$ cat src/rtl/uplink_frame_buffer.sv
// uplink_frame_buffer
//   Validates each burst from the uplink deserialiser, which is two sync words
//   followed by the payload. Payload words go into a two-bank ping-pong RAM.
//   Completed frames are handed to the RAM reader with a ready/ack handshake.
//   Frames that are malformed, too short or arrive while both banks are full
//   are dropped and counted.
//
// Ports
//   UpSig_RClk    recovered deserialiser clock (only clock)
//   nRst          asynchronous reset, active low
//   sync_success  link-sync flag; low abandons any frame and holds the FSM idle
//   UlDataIn      10-bit word from the upstream stage
//   UlDataInEn    word valid, one contiguous burst per frame
//   RamWrEn       RAM write strobe
//   RamWrAddr     {bank, word index}
//   RamWrData     payload word
//   FrameRdy      oldest bank holds a complete frame
//   FrameBank     bank the reader should read
//   FrameLen      payload length stored for FrameBank
//   FrameAck      1-cycle pulse, reader is done with FrameBank
//   DropCnt       dropped-frame counter, saturates at 255
module uplink_frame_buffer #(
  parameter int          PAYLOAD_MAX = 260,
  parameter int          PAYLOAD_MIN = 38,
  parameter logic [9:0]  SYNC_A      = 10'h287,
  parameter logic [9:0]  SYNC_B      = 10'h2B8,
  parameter int          AW          = 9
) (
  input  logic          UpSig_RClk,
  input  logic          nRst,
  input  logic          sync_success,
  input  logic [9:0]    UlDataIn,
  input  logic          UlDataInEn,
  output logic          RamWrEn,
  output logic [AW:0]   RamWrAddr,
  output logic [9:0]    RamWrData,
  output logic          FrameRdy,
  output logic          FrameBank,
  output logic [AW-1:0] FrameLen,
  input  logic          FrameAck,
  output logic [7:0]    DropCnt
);

  typedef enum logic [1:0] {IDLE, SYNC2, PAYLOAD, DROP} state_t;

  state_t               state, state_nxt;
  logic [9:0]           din_q;
  logic                 en_q;
  logic [AW-1:0]        cnt, cnt_nxt;
  logic                 wr_bank, wr_bank_nxt;
  logic                 rd_bank, rd_bank_nxt;
  logic [1:0]           full, full_nxt;
  logic [1:0][AW-1:0]   len, len_nxt;
  logic [7:0]           drop_nxt;
  logic                 wr_en_nxt;
  logic [AW:0]          wr_addr_nxt;
  logic [9:0]           wr_data_nxt;
  logic                 close;
  logic [AW-1:0]        close_len;
  logic                 drop_inc;
  logic                 is_sync;

  assign is_sync = (din_q == SYNC_A) || (din_q == SYNC_B);

  // The input word is registered once, so a word sampled on edge n is acted on
  // at edge n+1 and its RAM write is visible after that edge.
  always_comb begin
    state_nxt   = state;
    cnt_nxt     = cnt;
    wr_en_nxt   = 1'b0;
    wr_addr_nxt = RamWrAddr;
    wr_data_nxt = RamWrData;
    close       = 1'b0;
    close_len   = cnt;
    drop_inc    = 1'b0;
    if (!sync_success) begin
      state_nxt = IDLE;
    end else begin
      case (state)
        IDLE: begin
          if (en_q) begin
            state_nxt = DROP;
            if (is_sync && !full[wr_bank]) begin
              state_nxt = SYNC2;
            end else begin
              drop_inc = 1'b1;
            end
          end
        end
        SYNC2: begin
          if (en_q && is_sync) begin
            state_nxt = PAYLOAD;
            cnt_nxt   = '0;
          end else begin
            state_nxt = en_q ? DROP : IDLE;
            drop_inc  = 1'b1;
          end
        end
        PAYLOAD: begin
          if (en_q) begin
            wr_en_nxt   = 1'b1;
            wr_addr_nxt = {wr_bank, cnt};
            wr_data_nxt = din_q;
            cnt_nxt     = cnt + AW'(1);
            // Reaching the limit closes the frame; DROP then swallows any
            // residual words and returns to IDLE as soon as En is low.
            if (cnt == AW'(PAYLOAD_MAX - 1)) begin
              close     = 1'b1;
              close_len = cnt + AW'(1);
              state_nxt = DROP;
            end
          end else begin
            state_nxt = IDLE;
            if (cnt >= AW'(PAYLOAD_MIN)) begin
              close = 1'b1;
            end else begin
              drop_inc = 1'b1;
            end
          end
        end
        DROP: begin
          if (!en_q) begin
            state_nxt = IDLE;
          end
        end
        default: state_nxt = IDLE;
      endcase
    end
  end

  // Close and ack never hit the same bank: a frame only starts when its bank
  // is empty, and the reader only releases a full bank.
  always_comb begin
    full_nxt    = full;
    len_nxt     = len;
    wr_bank_nxt = wr_bank;
    rd_bank_nxt = rd_bank;
    if (close) begin
      full_nxt[wr_bank] = 1'b1;
      len_nxt[wr_bank]  = close_len;
      wr_bank_nxt       = ~wr_bank;
    end
    if (FrameAck && full[rd_bank]) begin
      full_nxt[rd_bank] = 1'b0;
      rd_bank_nxt       = ~rd_bank;
    end
    drop_nxt = (drop_inc && (DropCnt != 8'hFF)) ? DropCnt + 8'd1 : DropCnt;
  end

  // Reader-facing outputs are registered from the next-state values so they
  // track the bank bookkeeping without an extra cycle of lag.
  always_ff @(posedge UpSig_RClk or negedge nRst) begin
    if (!nRst) begin
      state     <= IDLE;
      din_q     <= '0;
      en_q      <= 1'b0;
      cnt       <= '0;
      wr_bank   <= 1'b0;
      rd_bank   <= 1'b0;
      full      <= '0;
      len       <= '0;
      RamWrEn   <= 1'b0;
      RamWrAddr <= '0;
      RamWrData <= '0;
      FrameRdy  <= 1'b0;
      FrameBank <= 1'b0;
      FrameLen  <= '0;
      DropCnt   <= '0;
    end else begin
      state     <= state_nxt;
      din_q     <= UlDataIn;
      en_q      <= UlDataInEn;
      cnt       <= cnt_nxt;
      wr_bank   <= wr_bank_nxt;
      rd_bank   <= rd_bank_nxt;
      full      <= full_nxt;
      len       <= len_nxt;
      RamWrEn   <= wr_en_nxt;
      RamWrAddr <= wr_addr_nxt;
      RamWrData <= wr_data_nxt;
      FrameRdy  <= full_nxt[rd_bank_nxt];
      FrameBank <= rd_bank_nxt;
      FrameLen  <= len_nxt[rd_bank_nxt];
      DropCnt   <= drop_nxt;
    end
  end

endmodule

$ cat config.mk
export PLATFORM = sky130hd
export DESIGN_NAME = uplink_frame_buffer
export DESIGN_NICKNAME = d
export VERILOG_FILES = /design/src/rtl/uplink_frame_buffer.sv
export SDC_FILE = /design/constraint.sdc
export NUM_CORES = 1
export LEC_CHECK = 0
export CORE_MARGIN = 4
export CORE_UTILIZATION = 53
export CTS_BUF_LIST = sky130_fd_sc_hd__clkbuf_16
export DETAILED_ROUTE_END_ITERATION = 7
export HOLD_SLACK_MARGIN = 0.1
export PLACE_DENSITY_LB_ADDON = 0.05
export SLEW_MARGIN = 20
export SYNTH_ARGS = -nofsm -noshare
export SYNTH_HDL_FRONTEND = slang
export SYNTH_SLANG_ARGS = --single-unit
export TNS_END_PERCENT = 5
$ cat constraint.sdc
create_clock -name UpSig_RClk -period 2.95 [get_ports UpSig_RClk]
set_clock_uncertainty 0.2 [all_clocks]
set_input_delay 0.59 -clock UpSig_RClk [delete_from_list [all_inputs] [get_ports UpSig_RClk]]
set_output_delay 0.59 -clock UpSig_RClk [all_outputs]
set_load 0.01 [all_outputs]
### Word-level counts from Yosys, hierarchy flattened

Cells that the tools add are included.

* add/sub/neg operators: 2
* magnitude comparators: 6
* eq/ne operators: 12
* mux-type cells: 50
* bitwise gates (word level): 5
* reduce and logical (&&, ||, !) cells: 13

Operators by type and width (count)
* 2-to-1 mux 9 bit: 9
* 2-to-1 mux 1 bit: 23
* == test 10 bit, second input constant: 2
* 2-to-1 mux 2 bit: 10
* bitwise mux 18 bit: 1
* 2-to-1 mux 18 bit: 1
* case mux 9 bit (2 select lines): 1
* adder 9 x 1 -> 9 bit, second input constant: 1
* demux 9 bit (select 1 bit): 1
* == test 9 bit, second input constant: 1
* >= comparator 9 x 6 -> 1 bit, second input constant: 1
* adder 8 x 1 -> 8 bit, second input constant: 1
* inequality test 8 bit, second input constant: 1
* case mux 2 bit (4 select lines): 1
* logical AND 1 bit: 6
* < comparator 1 x 2 -> 1 bit, second input constant: 3
* inequality test 3 bit, second input constant: 2
* AND reduction 3 bit: 2
* == test 2 bit, second input constant: 2
* inequality test 2 bit, second input constant: 2
* inequality test 4 bit, second input constant: 1
* AND reduction 4 bit: 1
* case mux 1 bit (3 select lines): 1
* AND 2 bit: 1
* 10 further kinds: 13

* register bits after elaboration: 83
* input port bits: 15

### Logic depth before layout (Yosys ltp)

* word-level depth: 10
* gate-level depth with buffers: 9

### Least setup slack after synthesis

No wires, ideal clock.

* path type: register to register
* from: register cnt[4]
* to: register len[6] in the netlist's numbering
* setup time: 125 ps
* data arrival time: 1817 ps
* required time: 2625 ps
* slack: 808 ps
* cell stages (with the launch flop): 8
* buffers on the path: 2
* period minus slack after synthesis: 2142 ps
* path through: dfrtp_1 buf_2 nor4_4 a21bo_2 nand3_2 nor2_2 buf_4 mux2_2

RTL lines
* from (decl): RTL line 49 `logic [AW-1:0] cnt, cnt_nxt;`
* from (signal assigned): RTL line 173 `cnt <= cnt_nxt;`
* to (signal assigned): RTL line 177 `len <= len_nxt;`
* to (decl): RTL line 53 `logic [1:0][AW-1:0] len, len_nxt;`

### Worst setup path after layout

* from: register cnt[1]
* to: register FrameLen[4]

* longest elaborated chain between the ends: 9

Ends and longest elaborated chain
* adder 9 x 1 -> 9 bit / == test 9 bit (equally long branches): RTL line 109, 107
* 2-to-1 mux 9 bit: RTL line 107 `if (cnt == AW'(PAYLOAD_MAX - 1)) begin`
* 2-to-1 mux 9 bit: RTL line 100 `if (en_q) begin`
* 2-to-1 mux 9 bit: RTL line 79 `case (state)`
* 2-to-1 mux 9 bit: RTL line 76 `if (!sync_success) begin`
* bitwise mux 18 bit: RTL line 140 `len_nxt[wr_bank] = close_len;`
* 2-to-1 mux 18 bit *: RTL line 138 `if (close) begin`
* 2-to-1 mux 9 bit (implied by the code) * (2 in a row): RTL line 183 `FrameLen <= len_nxt[rd_bank_nxt];`
* to (signal assigned): RTL line 183
* to (decl): RTL line 39 `output logic [AW-1:0] FrameLen,`

Mark *: on every way between the ends. The rest lies on a longest branch, timed or not. The select of a mux whose other input is x is not followed.
A chain may end at the register's enable or synchronous reset.

==> metrics <==
RSZ-0062 raised after global routing=false; fillers=517; Synth Area in XOR/XNOR=2.930%; EDFF count, synth=0; period utilisation layout=79.98%; reg2reg setup slack=0.59 ns; post-synthesis cell type with the largest combined area=dfrtp_1; CP Cell Sequence=ha_1 > and4bb_2 > a21bo_2 > nand3_2 > o21ai_1 > o22ai_1 > nor2_1; FP Rows=29; measured slew at the worst slew-check pin=0.5095 ns; Slew Limit Headroom=66.04%; first-pass GRT wire length=12450 µm; routed vias/inst=5.374; mux contribution to synthesized area=3.348%; worst r2r path cells=7; total number of vias=2671; Buffers on Ports=54; post-synth cell types=55; core area=6459 µm²; # DRC=0; worst stage delay on the critical path=0.46 ns; Synth Register Bits=83; die area=8149 µm²; router iterations before antenna repair=6; Die Height=90.27 µm; Post-Syn Area per Cell=10.08 µm²; FF-to-FF End=FrameLen[4]; clk_lat worst skew=0.33 ns; placed cell area=4225 µm²; ranking of synthesized cells by area=dfrtp_1 58%, nand2_1 9.5%, nor2_1 2.8%, mux2_2 2.2%, xnor2_1 2.0%; synthesized cell area=3587 µm²; IO Pins=55; setup TNS=0 ns; post-synthesis sequential area ratio=57.90%; PD cells=820.6 nW/µm²; final core utilization=70.26%; Critical Path Slowest Stage Cell=dfrtp_1; Min-Delay Path Class=reg2reg; hold path cells=2; CP top delay family=compound AO/OA/AOI/OAI gates; diode count=0; Final Cell Area=4538 µm²; Max IR drop VDD=0.5993 mV; DR WL/cell=14.70 µm; setup violators final=0; H-tree Lvls=3; layout cells sized above 1=12.38%; FF/Latch Area=2077 µm²; Min Clock Period, post-route=2.359 ns; Routed Antenna Nets=0; post-DP HPWL=4925 µm; fmax=423.9 MHz; Setup crit end kind=flip-flop; Initial Util=55.54%; Mapped Nets=374; hold path endpoint=RamWrData[6]; total track usage=19.00%; Final Hold Viols=0; grt total ovfl=0; crit path DAT=2.42 ns; CTS clk-pin slew, worst paths=0.06 ns; final slew viol count=0; Setup CP Type=reg2reg; Synth Area in Simple Gates=21.76%; drt total wl=7308 µm; CTS tree=yes; Worst Setup Start Kind=flip-flop; largest net degree at the start of global routing=45; root buffer cell=clkbuf_16; FFs w/ async S/R, synth=100.0%; PnR worst setup slack=0.5907 ns; adder-cell share of the synthesized area=1.046%; initial antenna violation count=0; CTS Sinks=83; WP buf/inv=0; multi-input logic area=1400 µm²; hold_sp=din_q[6]; initial DRC count=111; Synth Area in Compound Gates=9.941%; area grow syn2layout=26.51%; leakage power=2.154 nW; share of the synthesized area in the top cell type=57.90%; TritonCTS Buffers=9; worst r2r src=cnt[1]; RePlAce Congestion=0.8176; vias in the first global route=2633; largest family of logic cells by synthesized area=simple AND/OR/NAND/NOR gates; Post-Place Setup Slack=0.2883 ns; Final nets=433; Worst Path Required=3.01 ns; Ys Warns=0; CP max FO=8; Die X=90.27 µm; CTS resizes=0; Post-Syn Instances=356; Main synth FF type=dfrtp_1; outcome=complete, no violations; Max Buffers Root-to-Sink=2; max_cap viols=0
==> per-layer routing <==
layer	routed length [µm]	up-vias	track usage (%)	share of wire, %
met5	0	-	0	0
met4	59	0	7.908	0.81
met3	318	5	4.667	4.4
li1	-	1324	-	-
met2	3479	59	29.18	48
met1	3449	1283	25.90	47
==> flip-flops by register name (all words and copies together) (netlist names) <==
register   flops
DropCnt        8
len           18
state          2
RamWrData     10
rd_bank        1
wr_bank        1
en_q           1
din_q         10
FrameLen       9
FrameRdy       1
RamWrEn        1
cnt            9
full           2
RamWrAddr     10
==> cell usage after synthesis (5+ instances only) <==
cell type,number
nand3_1,12
nor2_1,27
nand2_1,91
a21oi_1,10
buf_2,7
clkbuf_1,6
inv_1,9
xnor2_1,8
a31oi_1,9
dfrtp_1,83
o22ai_1,7
mux2_2,7
nor3_1,5
o21ai_0,12
and3_1,6
==> cell families after synthesis <==
group | Yosys count
and+or+nand+nor | 166
DFF | 83
AOI/OAI and AO/OA | 55
buffers and inverters | 26
xor gates and xnor gates | 12
muxes | 11
adders and majority gates | 3
==> what timing repair did <==
item | in CTS | in global routing
endpoints found under the hold margin | 39 | 0
hold buffers | 1 | 0
buffers inserted | 0 | 0
==> power by group <==
group	switching [mW]	internal [mW]
combinational	0.513	0.531
sequential	0.191	1.38
clock	0.454	0.659
==> worst register-to-register path, delay by kind of cell (launching register included) <==
family / cells / cell delay, ns
fa+ha+maj: 1 / 0.23
compound gates: 3 / 0.78
flops: 1 / 0.46
simple gates: 3 / 0.61
==> how the worst max path moves through the flow <==
stage                       from          end  slack [ns]  cells past startpoint
floorplan                 cnt[4]       len[6]        0.81                      7
global placement        FrameAck  FrameLen[1]        0.37                      7
detailed placement  sync_success   DropCnt[6]        0.29                      7
CTS                       cnt[1]  FrameLen[4]        0.60                      7
global route              cnt[1]  FrameLen[5]        0.40                      7
finish                    cnt[1]  FrameLen[4]        0.59                      7
==> stage by stage <==
stage / total power [mW] / hold slack (ns) / cells
floorplan: 2.113 / 0.09441 / 356
global placement: 2.604 / 0.2456 / 480
detailed placement: 2.627 / 0.2516 / 480
CTS: 3.758 / 0.2698 / 497
global route: 3.944 / 0.2953 / 497
finish: 3.724 / 0.2663 / 497
==> final cells by class <==
class	count	area share (%)
clock buffer	9	4.963
tap	77	2.123
sequential	83	45.77
inverter	11	0.9098
clock inverter	7	1.709
timing repair buffer	63	13.68
multi-input combinational	247	30.85
==> cell usage in the layout (no fill, tap or decap), drive strengths merged, types with 2 or more instances in the layout <==
| cell | n |
|---|---|
| nor4 | 2 |
| o21ai | 14 |
| clkbuf | 9 |
| nor3b | 2 |
| nand3 | 13 |
| clkdlybuf4s50 | 53 |
| and3 | 7 |
| and4bb | 2 |
| o22ai | 8 |
| o211ai | 2 |
| xor2 | 4 |
| a31oi | 9 |
| mux2 | 8 |
| nor2b | 3 |
| clkinv | 2 |
| nand4 | 2 |
| mux2i | 3 |
| nand2 | 91 |
| buf | 9 |
| or2 | 4 |
| nand2b | 2 |
| nor3 | 5 |
| nor2 | 30 |
| ha | 3 |
| a21oi | 10 |
| dfrtp | 83 |
| inv | 11 |
| clkinvlp | 4 |
| xnor2 | 8 |
Power figures use the tool's default switching activity.
